[config.mk]
export PLATFORM = sky130hd
export DESIGN_NAME = ex_branch_ctrl
export DESIGN_NICKNAME = d
export VERILOG_FILES = /design/src/rtl/ex_branch_ctrl_pkg.sv /design/src/rtl/ex_branch_ctrl.sv
export SDC_FILE = /design/constraint.sdc
export NUM_CORES = 1
export LEC_CHECK = 0
export ABC_AREA = 1
export CORE_ASPECT_RATIO = 1.75
export CORE_MARGIN = 2
export CORE_UTILIZATION = 57
export CTS_BUF_LIST = sky130_fd_sc_hd__clkbuf_16
export DETAILED_ROUTE_END_ITERATION = 10
export DONT_BUFFER_PORTS = 1
export GPL_ROUTABILITY_DRIVEN = 0
export PLACE_DENSITY = 0.75
export SLEW_MARGIN = 15
export SYNTH_ARGS = -nofsm -noshare
export SYNTH_HDL_FRONTEND = slang
export SYNTH_SLANG_ARGS = --single-unit
export TNS_END_PERCENT = 50
[constraint.sdc]
create_clock -name clk -period 1.4 [get_ports clk]
set_input_delay 0.28 -clock clk [delete_from_list [all_inputs] [get_ports clk]]
set_output_delay 0.28 -clock clk [all_outputs]
set_load 0.03 [all_outputs]
[src/rtl/ex_branch_ctrl_pkg.sv]
// Shared types for the EX-stage branch controller.
//   branch_state_t : BR_RUN (normal issue) / BR_FLUSH (wrong-path squash window)
//   BR_FLUSH_MAX   : largest flush length the 2-bit flush counter can hold
package ex_branch_ctrl_pkg;

  typedef enum logic {
    BR_RUN   = 1'b0,
    BR_FLUSH = 1'b1
  } branch_state_t;

  localparam int BR_FLUSH_MAX = 3;

endpackage

[src/rtl/ex_branch_ctrl.sv]
// EX-stage branch resolution and fetch redirect control.
//
// Resolves branches in EX against the architectural T flag, redirects fetch
// on a taken branch and squashes the wrong-path instructions behind it for
// FLUSH_CYCLES non-stalled cycles.
//
// Handshake: there is no valid/ready pair here. 'stall' is a global freeze:
// while it is high every register holds and all outputs stay constant, and
// any branch presented in EX is not accepted until the first cycle with
// stall low. 'valid' low tells ID/EX and IF/ID to load bubbles at the next
// edge; 'redirect' high tells IF to load redirect_addr at the next edge.
//
// Ports
//   clk, rst_n     clock, asynchronous active-low reset
//   ex_live        EX holds a real instruction (not a bubble)
//   branch         EX instruction is a branch
//   cond_branch    branch is taken only when T=1
//   target[31:0]   branch target
//   t_set          EX instruction writes T
//   t_result       new T value (inversion already applied)
//   stall          downstream freeze
//   redirect       IF loads redirect_addr at the next edge
//   redirect_addr  fetch redirect address
//   valid          0 = pipeline registers load bubbles
//   ex_kill        suppress side effects of the EX instruction
//   t_flag         architectural T flag
//   taken_count    number of accepted taken branches (wraps)
module ex_branch_ctrl
  import ex_branch_ctrl_pkg::*;
#(
  parameter int FLUSH_CYCLES = 1
) (
  input  logic        clk,
  input  logic        rst_n,
  input  logic        ex_live,
  input  logic        branch,
  input  logic        cond_branch,
  input  logic [31:0] target,
  input  logic        t_set,
  input  logic        t_result,
  input  logic        stall,
  output logic        redirect,
  output logic [31:0] redirect_addr,
  output logic        valid,
  output logic        ex_kill,
  output logic        t_flag,
  output logic [31:0] taken_count
);

  // Out-of-range parameter values are clamped into 1..BR_FLUSH_MAX.
  localparam int FLUSH_CLAMP = (FLUSH_CYCLES < 1) ? 1 :
                               (FLUSH_CYCLES > BR_FLUSH_MAX) ? BR_FLUSH_MAX : FLUSH_CYCLES;
  localparam logic [1:0] FLUSH_LOAD = 2'(FLUSH_CLAMP);

  branch_state_t state_q, state_d;
  logic [1:0]    cnt_q, cnt_d;
  logic          t_q, t_d;
  logic          redirect_q, redirect_d;
  logic [31:0]   addr_q, addr_d;
  logic [31:0]   count_q, count_d;
  logic          kill;
  logic          taken;

  // Both are pure decodes of the state register, so no input reaches them
  // combinationally.
  assign valid   = (state_q == BR_RUN);
  assign ex_kill = (state_q == BR_FLUSH);
  assign kill    = ex_kill;

  // T is sampled before this instruction's own T update takes effect.
  assign taken = ex_live & ~kill & branch & (~cond_branch | t_q);

  always_comb begin
    state_d    = state_q;
    cnt_d      = cnt_q;
    t_d        = t_q;
    redirect_d = redirect_q;
    addr_d     = addr_q;
    count_d    = count_q;

    if (!stall) begin
      // kill is high throughout BR_FLUSH, so wrong-path setters never land.
      if (ex_live && !kill && t_set) begin
        t_d = t_result;
      end

      unique case (state_q)
        BR_RUN: begin
          redirect_d = 1'b0;
          if (taken) begin
            state_d    = BR_FLUSH;
            cnt_d      = FLUSH_LOAD;
            redirect_d = 1'b1;
            addr_d     = target;
            count_d    = count_q + 32'd1;
          end
        end
        BR_FLUSH: begin
          // redirect is only meaningful in the first flush cycle.
          redirect_d = 1'b0;
          cnt_d      = (cnt_q == 2'd0) ? 2'd0 : cnt_q - 2'd1;
          if (cnt_q <= 2'd1) begin
            state_d = BR_RUN;
          end
        end
        default: begin
          state_d = BR_RUN;
          cnt_d   = 2'd0;
        end
      endcase
    end
  end

  // FSM state and flush counter
  always_ff @(posedge clk or negedge rst_n) begin
    if (!rst_n) begin
      state_q <= BR_RUN;
      cnt_q   <= 2'd0;
    end else begin
      state_q <= state_d;
      cnt_q   <= cnt_d;
    end
  end

  // Architectural / output registers
  always_ff @(posedge clk or negedge rst_n) begin
    if (!rst_n) begin
      t_q        <= 1'b0;
      redirect_q <= 1'b0;
      addr_q     <= 32'd0;
      count_q    <= 32'd0;
    end else begin
      t_q        <= t_d;
      redirect_q <= redirect_d;
      addr_q     <= addr_d;
      count_q    <= count_d;
    end
  end

  assign redirect      = redirect_q;
  assign redirect_addr = addr_q;
  assign t_flag        = t_q;
  assign taken_count   = count_q;

endmodule
* Yosys cells after proc, flatten, opt, wreduce, memory -nomap -nowiden
Cells that the tools add are included.
Widths: inputs -> output; s select.
** Cells by class
- $add $sub $neg :: 2
- Order comparisons :: 1
- Eq/ne operators :: 1
- Mux-type cells :: 7
- Bitwise gates (word level) :: 7
- Reductions and logical operators :: 7
** Operators with widths (number)
- $add 32x1->32 const B :: 1
- $mux 2 :: 2
- $pmux 1 s2 :: 2
- $pmux 2 s2 :: 1
- $reduce_and 2->1 :: 2
- $and 1x1->1 :: 3
- $not 1->1 :: 3
- $reduce_and 3->1 :: 1
- $le 2x1->1 const B :: 1
- $logic_and 1x1->1 :: 2
- $logic_not 2->1 :: 1
- $mux 1 :: 2
- $ne 2x1->1 const B :: 1
- $sub 2x1->2 const B :: 1
- $logic_not 1->1 :: 1
- $or 1x1->1 :: 1
** Storage, ports and cells
- Register bits :: 69
- Bits of input ports :: 40
- Word-level logic and storage cells :: 31

* Logic depth before layout (Yosys ltp)
Gate-level depths: netlist of the first run.
- Word-level depth :: 6
- Depth in mapped cells :: 9
- Depth with buffers taken out :: 9

* Worst setup path after synthesis of the first run
Ideal clock, no wire load.
- Path type :: reg-to-reg
- Start point :: reg count_q[0] (netlist: taken_count[0])
- End point :: reg count_q[22] (netlist: taken_count[22])
- Setup time :: 0.113 ns
- Arrival :: 1.424 ns
- Required time :: 1.287 ns
- Setup slack :: -0.137 ns
- Cell stages (with the launch flop) :: 9
- Buffers on the path :: 0
- Period minus slack after synthesis :: 1.537 ns
- Cell sequence :: dfrtp_1 -> ha_1 -> nand3_1 -> nor2_1 -> nand3_1 -> nor2_2 -> nand3_1 -> nand2_1 -> inv_1
** Between the ends
- Word-level cells in the longest chain between the ends :: 1
** RTL lines
- from (decl) :: line ex_branch_ctrl.sv:60 : logic [31:0] count_q, count_d;
- from (signal assigned) :: line ex_branch_ctrl.sv:136 : count_q <= count_d;
- $add 32x1->32 :: line ex_branch_ctrl.sv:95 : count_d = count_q + 32'd1;
Every way passes these cells.
A chain may end at the register's enable or synchronous reset.

* Worst setup path in the final report of the first run
- Start point :: reg count_q[13] (netlist: taken_count[13])
- End point :: reg count_q[26] (netlist: taken_count[26])
Same word-level chain as after synthesis.

==> metrics.txt, run 1 <==
# TYPE chip_impl_metric gauge
chip_impl_metric{name="die_outline_area",unit="sq um"} 6670
chip_impl_metric{name="cellLeakagePower",unit="nW"} 2.16
chip_impl_metric{name="drc_errors",unit=""} 0
chip_impl_metric{name="cts-buffers-inserted",unit=""} 9
chip_impl_metric{name="period_share",unit=""} 1.00
chip_impl_metric{name="final_layout_size_suffix_gt1_frac",unit=""} 0.305
chip_impl_metric{name="worst_slew_pin_slew",unit="ns"} 0.344
chip_impl_metric{name="ys_types",unit=""} 30
chip_impl_metric{name="grt_first_pass_wirelength",unit="um"} 13200
chip_impl_metric{name="fp.dieW",unit="um"} 62.6
chip_impl_info{name="status",value="finished, violations left"} 1
chip_impl_metric{name="r2r_slack",unit="ns"} -0.006
chip_impl_metric{name="antenna_found_initial",unit=""} 0
chip_impl_metric{name="final_cell_area",unit="sq um"} 4340
chip_impl_metric{name="design_internal_power",unit="mW"} 4.14
chip_impl_metric{name="power",unit="mW"} 6.39
chip_impl_info{name="slowest_stage_cell_crit_path",value="dfrtp_1"} 1
chip_impl_metric{name="viasPerCell",unit=""} 5.39
chip_impl_metric{name="start_util",unit=""} 0.587
chip_impl_metric{name="irDropWorstVdd",unit="V"} 0.000909
chip_impl_metric{name="number_of_inserted_filler_cells_in_the_final_layout",unit=""} 431
chip_impl_metric{name="clk_transition_reported_paths",unit="ns"} 0.05
chip_impl_metric{name="core-area",unit="sq um"} 5830
chip_impl_metric{name="synth_fp_nets",unit=""} 452
chip_impl_info{name="worst_hold_path_type",value="in2async"} 1
chip_impl_metric{name="power_frac_seq",unit=""} 0.514
chip_impl_info{name="rsz_0062_raised_after_global_routing",value="yes"} 1
chip_impl_metric{name="htree_num_levels",unit=""} 3
chip_impl_metric{name="crit_required",unit="ns"} 1.62
chip_impl_metric{name="power_density_relative_to_cell_area",unit="nW/um^2"} 1470
chip_impl_metric{name="achievable-frequency",unit="MHz"} 711
chip_impl_info{name="crit_chain",value="nand2_1 -> nor2_2 -> buf_4 -> nand2_1 -> nor2_1 -> nand2_1 -> nand2_1 -> nand2_1"} 1
chip_impl_info{name="timing.critical_path.mode_cell",value="nand2_1"} 1
chip_impl_metric{name="clkLatencyLatePin",unit="ns"} 0.33
chip_impl_metric{name="netSwitchingPower",unit="mW"} 2.24
chip_impl_metric{name="area_of_the_mapped_netlist",unit="sq um"} 3420
chip_impl_metric{name="clockPowerShare",unit=""} 0.331
chip_impl_metric{name="finalSetupViolations",unit=""} 1
chip_impl_metric{name="initial_drt_pass_iterations",unit=""} 5
chip_impl_metric{name="grt_usage",unit=""} 0.257
chip_impl_metric{name="worst-path-max-fanout",unit=""} 3
chip_impl_metric{name="boundaryPins",unit=""} 108
chip_impl_info{name="critical_path.top_delay_family",value="simple AND/OR/NAND/NOR gates"} 1
chip_impl_metric{name="power_switching_share",unit=""} 0.351
chip_impl_metric{name="rows",unit=""} 37
chip_impl_metric{name="dpl-instance-area",unit="sq um"} 3870
chip_impl_metric{name="die-height",unit="um"} 107
chip_impl_metric{name="wl_per_cell",unit="um"} 15.8
chip_impl_metric{name="multi_input_comb_area",unit="sq um"} 1620
chip_impl_metric{name="clock_tree.buffer_depth",unit=""} 2
chip_impl_metric{name="detailedRoute.firstIterationViolations",unit=""} 237
chip_impl_info{name="tritoncts",value="yes"} 1
chip_impl_metric{name="timing.max_slew.rel_slack",unit=""} 0.771
chip_impl_metric{name="largest_net_degree_at_the_start_of_global_routing",unit=""} 70
chip_impl_metric{name="postSynthRegisterBits",unit=""} 69
chip_impl_metric{name="wl",unit="um"} 8730
chip_impl_info{name="clk_root_buffer_cell",value="clkbuf_16"} 1
chip_impl_metric{name="report.final.hold_viol_count",unit=""} 69
chip_impl_metric{name="vias_in_the_first_global_route",unit=""} 2970
chip_impl_info{name="timing_worst_setup_path_type",value="reg2reg"} 1
chip_impl_metric{name="number_of_nets_in_the_layout",unit=""} 512
chip_impl_metric{name="max_cap_viol_count",unit=""} 0
chip_impl_metric{name="synth_warn",unit=""} 0
chip_impl_metric{name="layout_setup_ws",unit="ns"} -0.00582
chip_impl_metric{name="ant_nets",unit=""} 0
chip_impl_metric{name="post-dp-hpwl",unit="um"} 5900
chip_impl_metric{name="tightest_hold_margin",unit="ns"} -0.356
chip_impl_metric{name="detailroute.via_count",unit=""} 2978
chip_impl_metric{name="post_synth_inst_count",unit=""} 411
chip_impl_metric{name="crit_path_max_incr_delay",unit="ns"} 0.44
chip_impl_metric{name="timing_max_transition_violations_final",unit=""} 0
chip_impl_metric{name="clock_sink_count",unit=""} 69
chip_impl_metric{name="setup-tns-final",unit="ns"} -0.00582
chip_impl_metric{name="area_delta_synth_final",unit="%"} 26.9
chip_impl_metric{name="period_needed",unit="ns"} 1.41
chip_impl_metric{name="n_antenna_cell",unit=""} 0
chip_impl_metric{name="worst_ep_arrival_time",unit="ns"} 1.63
chip_impl_metric{name="grt.overflow.total",unit=""} 0
chip_impl_metric{name="avgSynthCellArea",unit="sq um"} 8.33
chip_impl_metric{name="power_share_of_the_combinational_group",unit=""} 0.155
chip_impl_info{name="crit_path_start_kind",value="flop"} 1
chip_impl_metric{name="ys_seq_area_frac",unit=""} 0.504
chip_impl_metric{name="io_buffer_count",unit=""} 0
chip_impl_metric{name="layout.area.seq",unit="sq um"} 1740
chip_impl_metric{name="worstPathBufferInverterCount",unit=""} 1
chip_impl_info{name="violations_in_the_final_reports",value="hold timing, setup timing"} 1
chip_impl_metric{name="fin_worst_skew",unit="ns"} 0.00676
chip_impl_info{name="setup.worst_path.end_class",value="flop"} 1
[sequential cells by signal, summed over array words and instances (netlist names)]
name	count
taken_count	32
t_flag	1
ex_kill	1
redirect_addr	32
cnt_q	2
redirect	1
[metrics by stage]
stage                     instances  utilization  setup WS [ns]
after floorplan                 411            -        -0.0161
after global placement          530        0.664         0.0716
after detailed placement        530        0.664         0.0230
after CTS                       545        0.713         0.0134
after global routing            553        0.745        -0.0748
final                           553        0.745       -0.00582
[final cells by class]
cell class / count / share of cell area
Inverter: 33 / 0.0305
Tap cell: 78 / 0.0225
Clock inverter: 6 / 0.0115
Sequential cell: 69 / 0.401
Clock buffer: 9 / 0.0518
Timing Repair Buffer: 56 / 0.109
Multi-Input combinational cell: 302 / 0.374
[logic make-up after synthesis]
group,synth area share
compound gates,0.0168
fa+ha+maj,0.00365
simple gates,0.379
flops,0.504
xor+xnor,0.0358
buf+inv,0.0599
[path summary, 6_finish.rpt]
| check | startpoint | to | cells past startpoint |
|---|---|---|---|
| max | taken_count[13] | taken_count[26] | 8 |
| min | rst_n | taken_count[21] | 0 |
| max reg2reg | taken_count[13] | taken_count[26] | 8 |
| min reg2reg | taken_count[5] | taken_count[5] | 1 |
| max in group asynchronous | rst_n | taken_count[3] | 0 |
| min in group clk | target[1] | redirect_addr[1] | 2 |
[power by group through the flow]
stage	combinational, mW	clock [mW]	sequential [mW]
after CTS	0.951	2.14	3.28
after detailed placement	0.936	0	3.31
after global placement	0.905	0	3.30
final	0.990	2.12	3.28
after floorplan	0.490	0	3.41
after global routing	1.10	2.24	3.32
[worst reg2reg max path, delay by kind of cell (launching register included)]
kind | cells | cell delay, ns
flip-flops | 1 | 0.44
buffers and inverters | 1 | 0.15
AND/OR/NAND/NOR | 7 | 0.70
[metal layers]
metal,global-route usage,share of wire,up-vias,wire [um]
li1,-,-,1387,-
met1,0.266,0.35,1431,3060
met2,0.457,0.55,123,4820
met3,0.0677,0.051,37,441
met4,0.156,0.047,0,411
met5,0,0,-,0
[repair_timing]
item	CTS	global route
endpoints found under the setup margin	2	22
endpoints found under the hold margin	69	69
resized for setup	3	27
pin swaps	0	5
gates cloned	0	2
setup buffers	0	6
[cells in the final DEF (no fill, tap or decap), types with 2 or more instances in the layout]
| cell type | instances |
|---|---|
| nand2_1 | 165 |
| nand4_1 | 7 |
| nand3_2 | 3 |
| nor2_8 | 2 |
| nand3_1 | 14 |
| xor2_1 | 7 |
| nor2_4 | 13 |
| nand3b_1 | 9 |
| o21ai_1 | 2 |
| o21ai_0 | 2 |
| dfrtp_1 | 57 |
| dfrtp_2 | 12 |
| inv_4 | 2 |
| nand2_2 | 28 |
| a21oi_1 | 2 |
| clkbuf_16 | 10 |
| nor2_1 | 19 |
| nor3_1 | 2 |
| buf_4 | 52 |
| xnor2_1 | 7 |
| inv_1 | 33 |
| nor2_2 | 11 |
| and3_1 | 2 |
[cells in the mapped netlist, drive strengths merged]
master	number	area (sq um)
a21boi	1	18.8
a21oi	2	10.0
xor2	7	61.3
inv	33	126
and3	2	12.5
nand2	195	808
nand4	7	43.8
xnor2	7	61.3
ha	1	12.5
buf	8	78.8
nor2	44	250
nand2b	1	6.26
nand3b	9	67.6
nand3	18	100
nor3	2	10.0
dfrtp	69	1730
o21ai	5	28.8
Power figures use the tool's default switching activity.
==> run 2: changes to the inputs <==
--- a/config.mk
+++ b/config.mk
@@ -8,12 +8,11 @@
 export ABC_AREA = 1
 export CORE_ASPECT_RATIO = 1.75
 export CORE_MARGIN = 2
-export CORE_UTILIZATION = 57
+export CORE_UTILIZATION = 42
 export CTS_BUF_LIST = sky130_fd_sc_hd__clkbuf_16
 export DETAILED_ROUTE_END_ITERATION = 10
-export DONT_BUFFER_PORTS = 1
 export GPL_ROUTABILITY_DRIVEN = 0
-export PLACE_DENSITY = 0.75
+export PLACE_DENSITY = 0.76
 export SLEW_MARGIN = 15
 export SYNTH_ARGS = -nofsm -noshare
 export SYNTH_HDL_FRONTEND = slang
==> run 2 against run 1 <==
The run ends with setup timing left. Cell area up 22%. Die area up 34%. Maximum frequency is 0.39% higher. Flip-flop and latch count stayed put. Sequential power decreased by 19%. Combinational power is 120% higher. Sequential share of layout area fell by 7.3 points. Power grew 16%. Core utilization fell by 7.4 points. Via count grew 9.3%. Critical endpoint is now taken_count[31]. Largest cell class unchanged. Highest routed layer unchanged.
==> metrics.txt, run 2 (same netlist as run 1, synthesis figures left out) <==
# TYPE chip_impl_metric gauge
chip_impl_info{name="status",value="finished, violations left"} 1
chip_impl_info{name="violations_in_the_final_reports",value="setup timing"} 1
chip_impl_metric{name="power_switching_share",unit=""} 0.330
chip_impl_metric{name="period_needed",unit="ns"} 1.40
chip_impl_metric{name="io_buffer_count",unit=""} 107
chip_impl_metric{name="layout_setup_ws",unit="ns"} -0.000396
chip_impl_metric{name="drc_errors",unit=""} 0
chip_impl_metric{name="ant_nets",unit=""} 0
chip_impl_metric{name="post-dp-hpwl",unit="um"} 6480
chip_impl_metric{name="final_layout_size_suffix_gt1_frac",unit=""} 0.293
chip_impl_metric{name="core-area",unit="sq um"} 7910
chip_impl_info{name="hold_path.startpoint",value="stall"} 1
chip_impl_info{name="crit_path_start_kind",value="flop"} 1
chip_impl_metric{name="cellLeakagePower",unit="nW"} 2.64
chip_impl_metric{name="clock_sink_count",unit=""} 69
chip_impl_metric{name="setup-tns-final",unit="ns"} -0.000396
chip_impl_info{name="setup.worst_path.end_class",value="flop"} 1
chip_impl_info{name="worst_hold_path_type",value="in2reg"} 1
chip_impl_metric{name="worst_slew_pin_slew",unit="ns"} 0.378
chip_impl_metric{name="detailedRoute.firstIterationViolations",unit=""} 160
chip_impl_metric{name="grt_first_pass_wirelength",unit="um"} 14400
chip_impl_metric{name="grt_usage",unit=""} 0.210
chip_impl_metric{name="crit_required",unit="ns"} 1.62
chip_impl_metric{name="fp.dieW",unit="um"} 72.2
chip_impl_metric{name="clkLatencyLatePin",unit="ns"} 0.33
chip_impl_metric{name="achievable-frequency",unit="MHz"} 714
chip_impl_info{name="layout.cells.most_common",value="nand2_1"} 1
chip_impl_metric{name="final_cell_area",unit="sq um"} 5300
chip_impl_metric{name="max_cap_viol_count",unit=""} 0
chip_impl_metric{name="power_share_of_the_combinational_group",unit=""} 0.297
chip_impl_metric{name="worst_ep_arrival_time",unit="ns"} 1.62
chip_impl_metric{name="fin_worst_skew",unit="ns"} 0.00484
chip_impl_metric{name="finalSetupViolations",unit=""} 1
chip_impl_metric{name="timing_max_transition_violations_final",unit=""} 0
chip_impl_metric{name="clockPowerShare",unit=""} 0.341
chip_impl_info{name="clk_root_buffer_cell",value="clkbuf_16"} 1
chip_impl_metric{name="irDropWorstVdd",unit="V"} 0.000733
chip_impl_metric{name="cts-buffers-inserted",unit=""} 9
chip_impl_metric{name="period_share",unit=""} 1.00
chip_impl_info{name="critPathLaunch",value="ex_kill"} 1
chip_impl_info{name="rsz_0062_raised_after_global_routing",value="yes"} 1
chip_impl_metric{name="count_of_placed_standard_cells_in_the_final_layout_fillers_left_out",unit=""} 656
chip_impl_metric{name="wl_per_cell",unit="um"} 14.0
chip_impl_info{name="timing_worst_setup_path_type",value="reg2reg"} 1
chip_impl_info{name="critical_path.reg2reg.startpoint",value="ex_kill"} 1
chip_impl_metric{name="vias_in_the_first_global_route",unit=""} 3191
chip_impl_metric{name="start_util",unit=""} 0.433
chip_impl_metric{name="detailroute.via_count",unit=""} 3255
chip_impl_metric{name="largest_net_degree_at_the_start_of_global_routing",unit=""} 70
chip_impl_metric{name="number_of_nets_in_the_layout",unit=""} 602
chip_impl_metric{name="die_outline_area",unit="sq um"} 8920
chip_impl_metric{name="initial_drt_pass_iterations",unit=""} 4
chip_impl_metric{name="power_frac_seq",unit=""} 0.362
chip_impl_metric{name="dp_worst_setup_slack",unit="ns"} -0.432
chip_impl_metric{name="tightest_hold_margin",unit="ns"} 0.422
chip_impl_metric{name="area_delta_synth_final",unit="%"} 54.9
chip_impl_metric{name="design_internal_power",unit="mW"} 4.95
chip_impl_metric{name="viasPerCell",unit=""} 4.96
chip_impl_metric{name="wl",unit="um"} 9220
chip_impl_metric{name="clk_transition_reported_paths",unit="ns"} 0.05
chip_impl_info{name="tritoncts",value="yes"} 1
chip_impl_metric{name="n_antenna_cell",unit=""} 0
chip_impl_metric{name="post-place-cells",unit=""} 631
chip_impl_metric{name="clock_tree.buffer_depth",unit=""} 2
chip_impl_metric{name="antenna_found_initial",unit=""} 0
chip_impl_metric{name="power_density_relative_to_cell_area",unit="nW/um^2"} 1390
chip_impl_metric{name="htree_num_levels",unit=""} 3
chip_impl_metric{name="worst-path-max-fanout",unit=""} 6
chip_impl_metric{name="netSwitchingPower",unit="mW"} 2.44
chip_impl_metric{name="grt.overflow.total",unit=""} 0
chip_impl_info{name="layout_common_cells",value="165 x nand2_1, 57 x dfrtp_1, 55 x buf_4"} 1
chip_impl_metric{name="boundaryPins",unit=""} 108
chip_impl_metric{name="dpl-instance-area",unit="sq um"} 4830
chip_impl_metric{name="timing.max_slew.rel_slack",unit=""} 0.748
chip_impl_metric{name="rows",unit=""} 43
chip_impl_metric{name="report.final.hold_viol_count",unit=""} 0
chip_impl_metric{name="die-height",unit="um"} 123
[run 2: cell count changes in the layout (fill, tap and decap cells not counted), sizes merged, moves of 2 or more]
cell	before	now
clkdlybuf4s15	0	14
dlygate4sd2	0	23
clkdlybuf4s50	0	37
buf	55	68
bufinv	1	3
clkbuf	10	12
[run 2: area by class of cell]
class	count	area (sq um)
clock buffer	9	225
clock inverter	7	105
timing repair buffer	147	1370
inverter	33	131
sequential	69	1740
fill	639	2610
tap	90	113
multi-input combinational	301	1610
[run 2: path summary, 6_finish.rpt]
check	depth (start not counted)	endpoint	slack (ns)
worst min register to register	2	redirect_addr[26]	0.47
min in group asynchronous	3	redirect_addr[27]	0.51
worst max register to register	6	taken_count[31]	-0.0004
worst min-delay path	4	redirect	0.42
worst max-delay path	6	taken_count[31]	-0.0004
max in group asynchronous	3	taken_count[17]	0.56
[run 2: through the flow]
stage	power (mW)	util
floorplan	3.90	-
detailed placement	5.00	0.610
global placement	4.94	0.610
finish	7.38	0.671
CTS	7.34	0.651
global route	7.72	0.671
[run 2: what timing repair did]
action,in CTS,in global routing
hold buffers,1,0
pin swaps,1,12
setup buffers,0,8
endpoints found under the setup margin,79,57
gates resized for setup,60,44
endpoints found under the hold margin,69,0
[run 2: power groups by stage]
stage / Clock [mW] / Combinational [mW] / Sequential, mW
final: 2.52 / 2.19 / 2.67
after global routing: 2.65 / 2.35 / 2.72
after detailed placement: 0 / 2.29 / 2.71
after floorplan: 0 / 0.490 / 3.41
after CTS: 2.56 / 2.11 / 2.67
after global placement: 0 / 2.25 / 2.69
[run 2: metal layers]
metal	vias up	track usage	routed length (um)
met5	-	0	0
met4	0	0.143	317
li1	1569	-	-
met2	120	0.369	4930
met3	26	0.0375	553
met1	1540	0.223	3410
[run 2: critical path, cell delays in order, from the launching register on]
cell and delay [ns]:
dfrtp_2 0.43, nor2_4 0.10, nand2_4 0.08, nor2_8 0.19, nand3_1 0.24, o21ai_1 0.19
nand2_1 0.06
==> run 3: changes to the inputs <==
--- a/config.mk
+++ b/config.mk
@@ -8,11 +8,11 @@
 export ABC_AREA = 1
 export CORE_ASPECT_RATIO = 1.75
 export CORE_MARGIN = 2
-export CORE_UTILIZATION = 42
+export CORE_UTILIZATION = 40
 export CTS_BUF_LIST = sky130_fd_sc_hd__clkbuf_16
 export DETAILED_ROUTE_END_ITERATION = 10
 export GPL_ROUTABILITY_DRIVEN = 0
-export PLACE_DENSITY = 0.76
+export PLACE_DENSITY = 0.73
 export SLEW_MARGIN = 15
 export SYNTH_ARGS = -nofsm -noshare
 export SYNTH_HDL_FRONTEND = slang
==> run 3 against run 2 <==
The run now ends clean. Via count shrank 0.40%. Core utilization decreased by 1.4 points. Hold slack better by 0.041 ns. Setup slack barely moved. Global-route usage fell by 0.63 points. Highest routed layer unchanged.
==> metrics.txt, run 3 (same netlist as run 1, synthesis figures left out) <==
# TYPE chip_impl_metric gauge
chip_impl_metric{name="achievable-frequency",unit="MHz"} 714
chip_impl_metric{name="power",unit="mW"} 7.12
chip_impl_metric{name="drc_errors",unit=""} 0
chip_impl_metric{name="grt_usage",unit=""} 0.203
chip_impl_info{name="rsz_0062_raised_after_global_routing",value="yes"} 1
chip_impl_metric{name="power_switching_share",unit=""} 0.348
chip_impl_metric{name="clockPowerShare",unit=""} 0.305
chip_impl_metric{name="timing_max_transition_violations_final",unit=""} 0
chip_impl_info{name="timing.critical_path.to",value="taken_count[26]"} 1
chip_impl_info{name="layout_common_cells",value="161 x nand2_1, 57 x dfrtp_1, 53 x buf_4"} 1
chip_impl_metric{name="htree_num_levels",unit=""} 3
chip_impl_metric{name="report.final.hold_viol_count",unit=""} 0
chip_impl_metric{name="worst-path-max-fanout",unit=""} 5
chip_impl_metric{name="area_delta_synth_final",unit="%"} 59.4
chip_impl_metric{name="wl_per_cell",unit="um"} 13.8
chip_impl_metric{name="r2r_slack",unit="ns"} 0.00009
chip_impl_metric{name="detailedRoute.firstIterationViolations",unit=""} 155
chip_impl_info{name="timing_worst_setup_path_type",value="reg2reg"} 1
chip_impl_metric{name="fp.dieW",unit="um"} 73.9
chip_impl_metric{name="worstRegToRegCells",unit=""} 8
chip_impl_metric{name="max_cap_viol_count",unit=""} 0
chip_impl_metric{name="clock_tree.buffer_depth",unit=""} 2
chip_impl_info{name="layout.cells.most_common",value="nand2_1"} 1
chip_impl_metric{name="power_density_relative_to_cell_area",unit="nW/um^2"} 1300
chip_impl_metric{name="power_frac_seq",unit=""} 0.378
chip_impl_metric{name="period_share",unit=""} 1.00
chip_impl_metric{name="rows",unit=""} 44
chip_impl_metric{name="design_internal_power",unit="mW"} 4.64
chip_impl_info{name="status",value="completed"} 1
chip_impl_metric{name="detailroute.via_count",unit=""} 3242
chip_impl_metric{name="die_outline_area",unit="sq um"} 9340
chip_impl_metric{name="core-area",unit="sq um"} 8310
chip_impl_metric{name="cts-buffers-inserted",unit=""} 9
chip_impl_metric{name="netSwitchingPower",unit="mW"} 2.47
chip_impl_metric{name="vias_in_the_first_global_route",unit=""} 3171
chip_impl_metric{name="clk_transition_reported_paths",unit="ns"} 0.06
chip_impl_metric{name="setup-tns-final",unit="ns"} 0
chip_impl_metric{name="initial_drt_pass_iterations",unit=""} 4
chip_impl_metric{name="largest_net_degree_at_the_start_of_global_routing",unit=""} 70
chip_impl_info{name="worstReg2RegEnd",value="taken_count[26]"} 1
chip_impl_metric{name="die-height",unit="um"} 126
chip_impl_metric{name="io_buffer_count",unit=""} 107
chip_impl_metric{name="grt_first_pass_wirelength",unit="um"} 14700
chip_impl_metric{name="grt.overflow.total",unit=""} 0
chip_impl_metric{name="boundaryPins",unit=""} 108
chip_impl_metric{name="n_antenna_cell",unit=""} 0
chip_impl_metric{name="worst_ep_arrival_time",unit="ns"} 1.62
chip_impl_metric{name="worst_slew_pin_slew",unit="ns"} 0.367
chip_impl_metric{name="period_needed",unit="ns"} 1.40
chip_impl_metric{name="start_util",unit=""} 0.412
chip_impl_metric{name="irDropWorstVdd",unit="V"} 0.000864
chip_impl_metric{name="antenna_found_initial",unit=""} 0
chip_impl_metric{name="power_share_of_the_combinational_group",unit=""} 0.318
chip_impl_info{name="critPathLaunch",value="taken_count[0]"} 1
chip_impl_info{name="crit_path_start_kind",value="flop"} 1
chip_impl_metric{name="viasPerCell",unit=""} 4.71
chip_impl_info{name="setup.worst_path.end_class",value="flop"} 1
chip_impl_metric{name="timing.max_slew.rel_slack",unit=""} 0.755
chip_impl_info{name="clk_root_buffer_cell",value="clkbuf_16"} 1
chip_impl_metric{name="post-dp-hpwl",unit="um"} 6730
chip_impl_metric{name="final_layout_size_suffix_gt1_frac",unit=""} 0.315
chip_impl_info{name="tritoncts",value="yes"} 1
chip_impl_metric{name="clkLatencyLatePin",unit="ns"} 0.33
chip_impl_info{name="critical_path.reg2reg.startpoint",value="taken_count[0]"} 1
chip_impl_metric{name="wl",unit="um"} 9500
chip_impl_metric{name="clock_sink_count",unit=""} 69
chip_impl_metric{name="cellLeakagePower",unit="nW"} 2.67
chip_impl_info{name="worst_hold_path_type",value="reg2reg"} 1
chip_impl_metric{name="number_of_nets_in_the_layout",unit=""} 610
chip_impl_metric{name="ant_nets",unit=""} 0
chip_impl_metric{name="fin_worst_skew",unit="ns"} 0.00686
chip_impl_metric{name="crit_required",unit="ns"} 1.62
chip_impl_metric{name="finalSetupViolations",unit=""} 0
run 3: cell types whose count changed in the layout (fill, tap and decap cells not counted), moves of 3 or more:
| cell | change |
|---|---|
| nand2_2 | +4 |
| dlygate4sd2_1 | -7 |
| clkdlybuf4s15_1 | +7 |
| buf_6 | +3 |
| nand3_2 | +3 |
| buf_12 | +3 |
| nand3_1 | -3 |
| nand2_1 | -4 |
| inv_1 | +4 |
run 3: worst min path at each step:
stage	start	slack, ns	depth (start not counted)	to
global placement	rst_n	0.33	2	redirect_addr[16]
floorplan	rst_n	-0.02	0	cnt_q[0]
detailed placement	rst_n	0.33	2	redirect_addr[19]
finish	redirect_addr[29]	0.46	2	redirect_addr[29]
CTS	redirect_addr[29]	0.47	2	redirect_addr[29]
global route	redirect_addr[3]	0.49	2	redirect_addr[3]
run 3: routing by layer:
metal / GRT usage / share of wire / vias up
li1: - / - / 1590
met1: 0.218 / 0.36 / 1527
met2: 0.358 / 0.56 / 101
met3: 0.0445 / 0.043 / 24
met4: 0.111 / 0.036 / 0
met5: 0 / 0 / -
run 3: what timing repair did:
| action | in CTS | in global routing |
|---|---|---|
| gates resized for setup | 65 | 62 |
| pin swaps | 1 | 18 |
| hold buffers | 1 | 0 |
| setup buffers | 0 | 11 |
| endpoints found under the hold margin | 69 | 0 |
| cloned | 0 | 2 |
| setup endpoints to repair | 84 | 78 |
run 3: area by class of cell:
| class | instances | area (sq um) |
|---|---|---|
| fillers | 702 | 2860 |
| inverters | 33 | 131 |
| well taps | 115 | 144 |
| multi-input cells | 302 | 1660 |
| repair buffers | 154 | 1500 |
| flip-flops and latches | 69 | 1740 |
| clock buffers | 9 | 225 |
| clock inverters | 7 | 61.3 |
run 3: through the flow:
stage | instance area (sq um) | cells | hold WS, ns | worst slack [ns] | util
3_3_place_gp | 4910 | 659 | 0.330 | -0.387 | 0.591
4_1_cts | 5200 | 676 | 0.469 | -0.0143 | 0.625
5_1_grt | 5460 | 689 | 0.492 | -0.0645 | 0.656
2_1_floorplan | 3460 | 411 | -0.0156 | -0.0161 | -
3_5_place_dp | 4910 | 659 | 0.333 | -0.443 | 0.591
6_report | 5460 | 689 | 0.463 | 0.0000854 | 0.656
run 3: power groups by stage:
stage / clock network [mW] / registers, mW / logic (mW)
CTS: 2.22 / 2.68 / 2.16
detailed placement: 0 / 2.71 / 2.33
floorplan: 0 / 3.41 / 0.490
finish: 2.17 / 2.69 / 2.26
global route: 2.30 / 2.74 / 2.43
global placement: 0 / 2.70 / 2.29
run 3: critical path: stages, from the launching register on:
cell and delay, ns:
dfrtp_2 0.39, ha_4 0.16, nand3_4 0.08, inv_4 0.08
nand3b_1 0.15, nor2_4 0.24, nand2_1 0.08, nand2_1 0.06
nand2_1 0.05
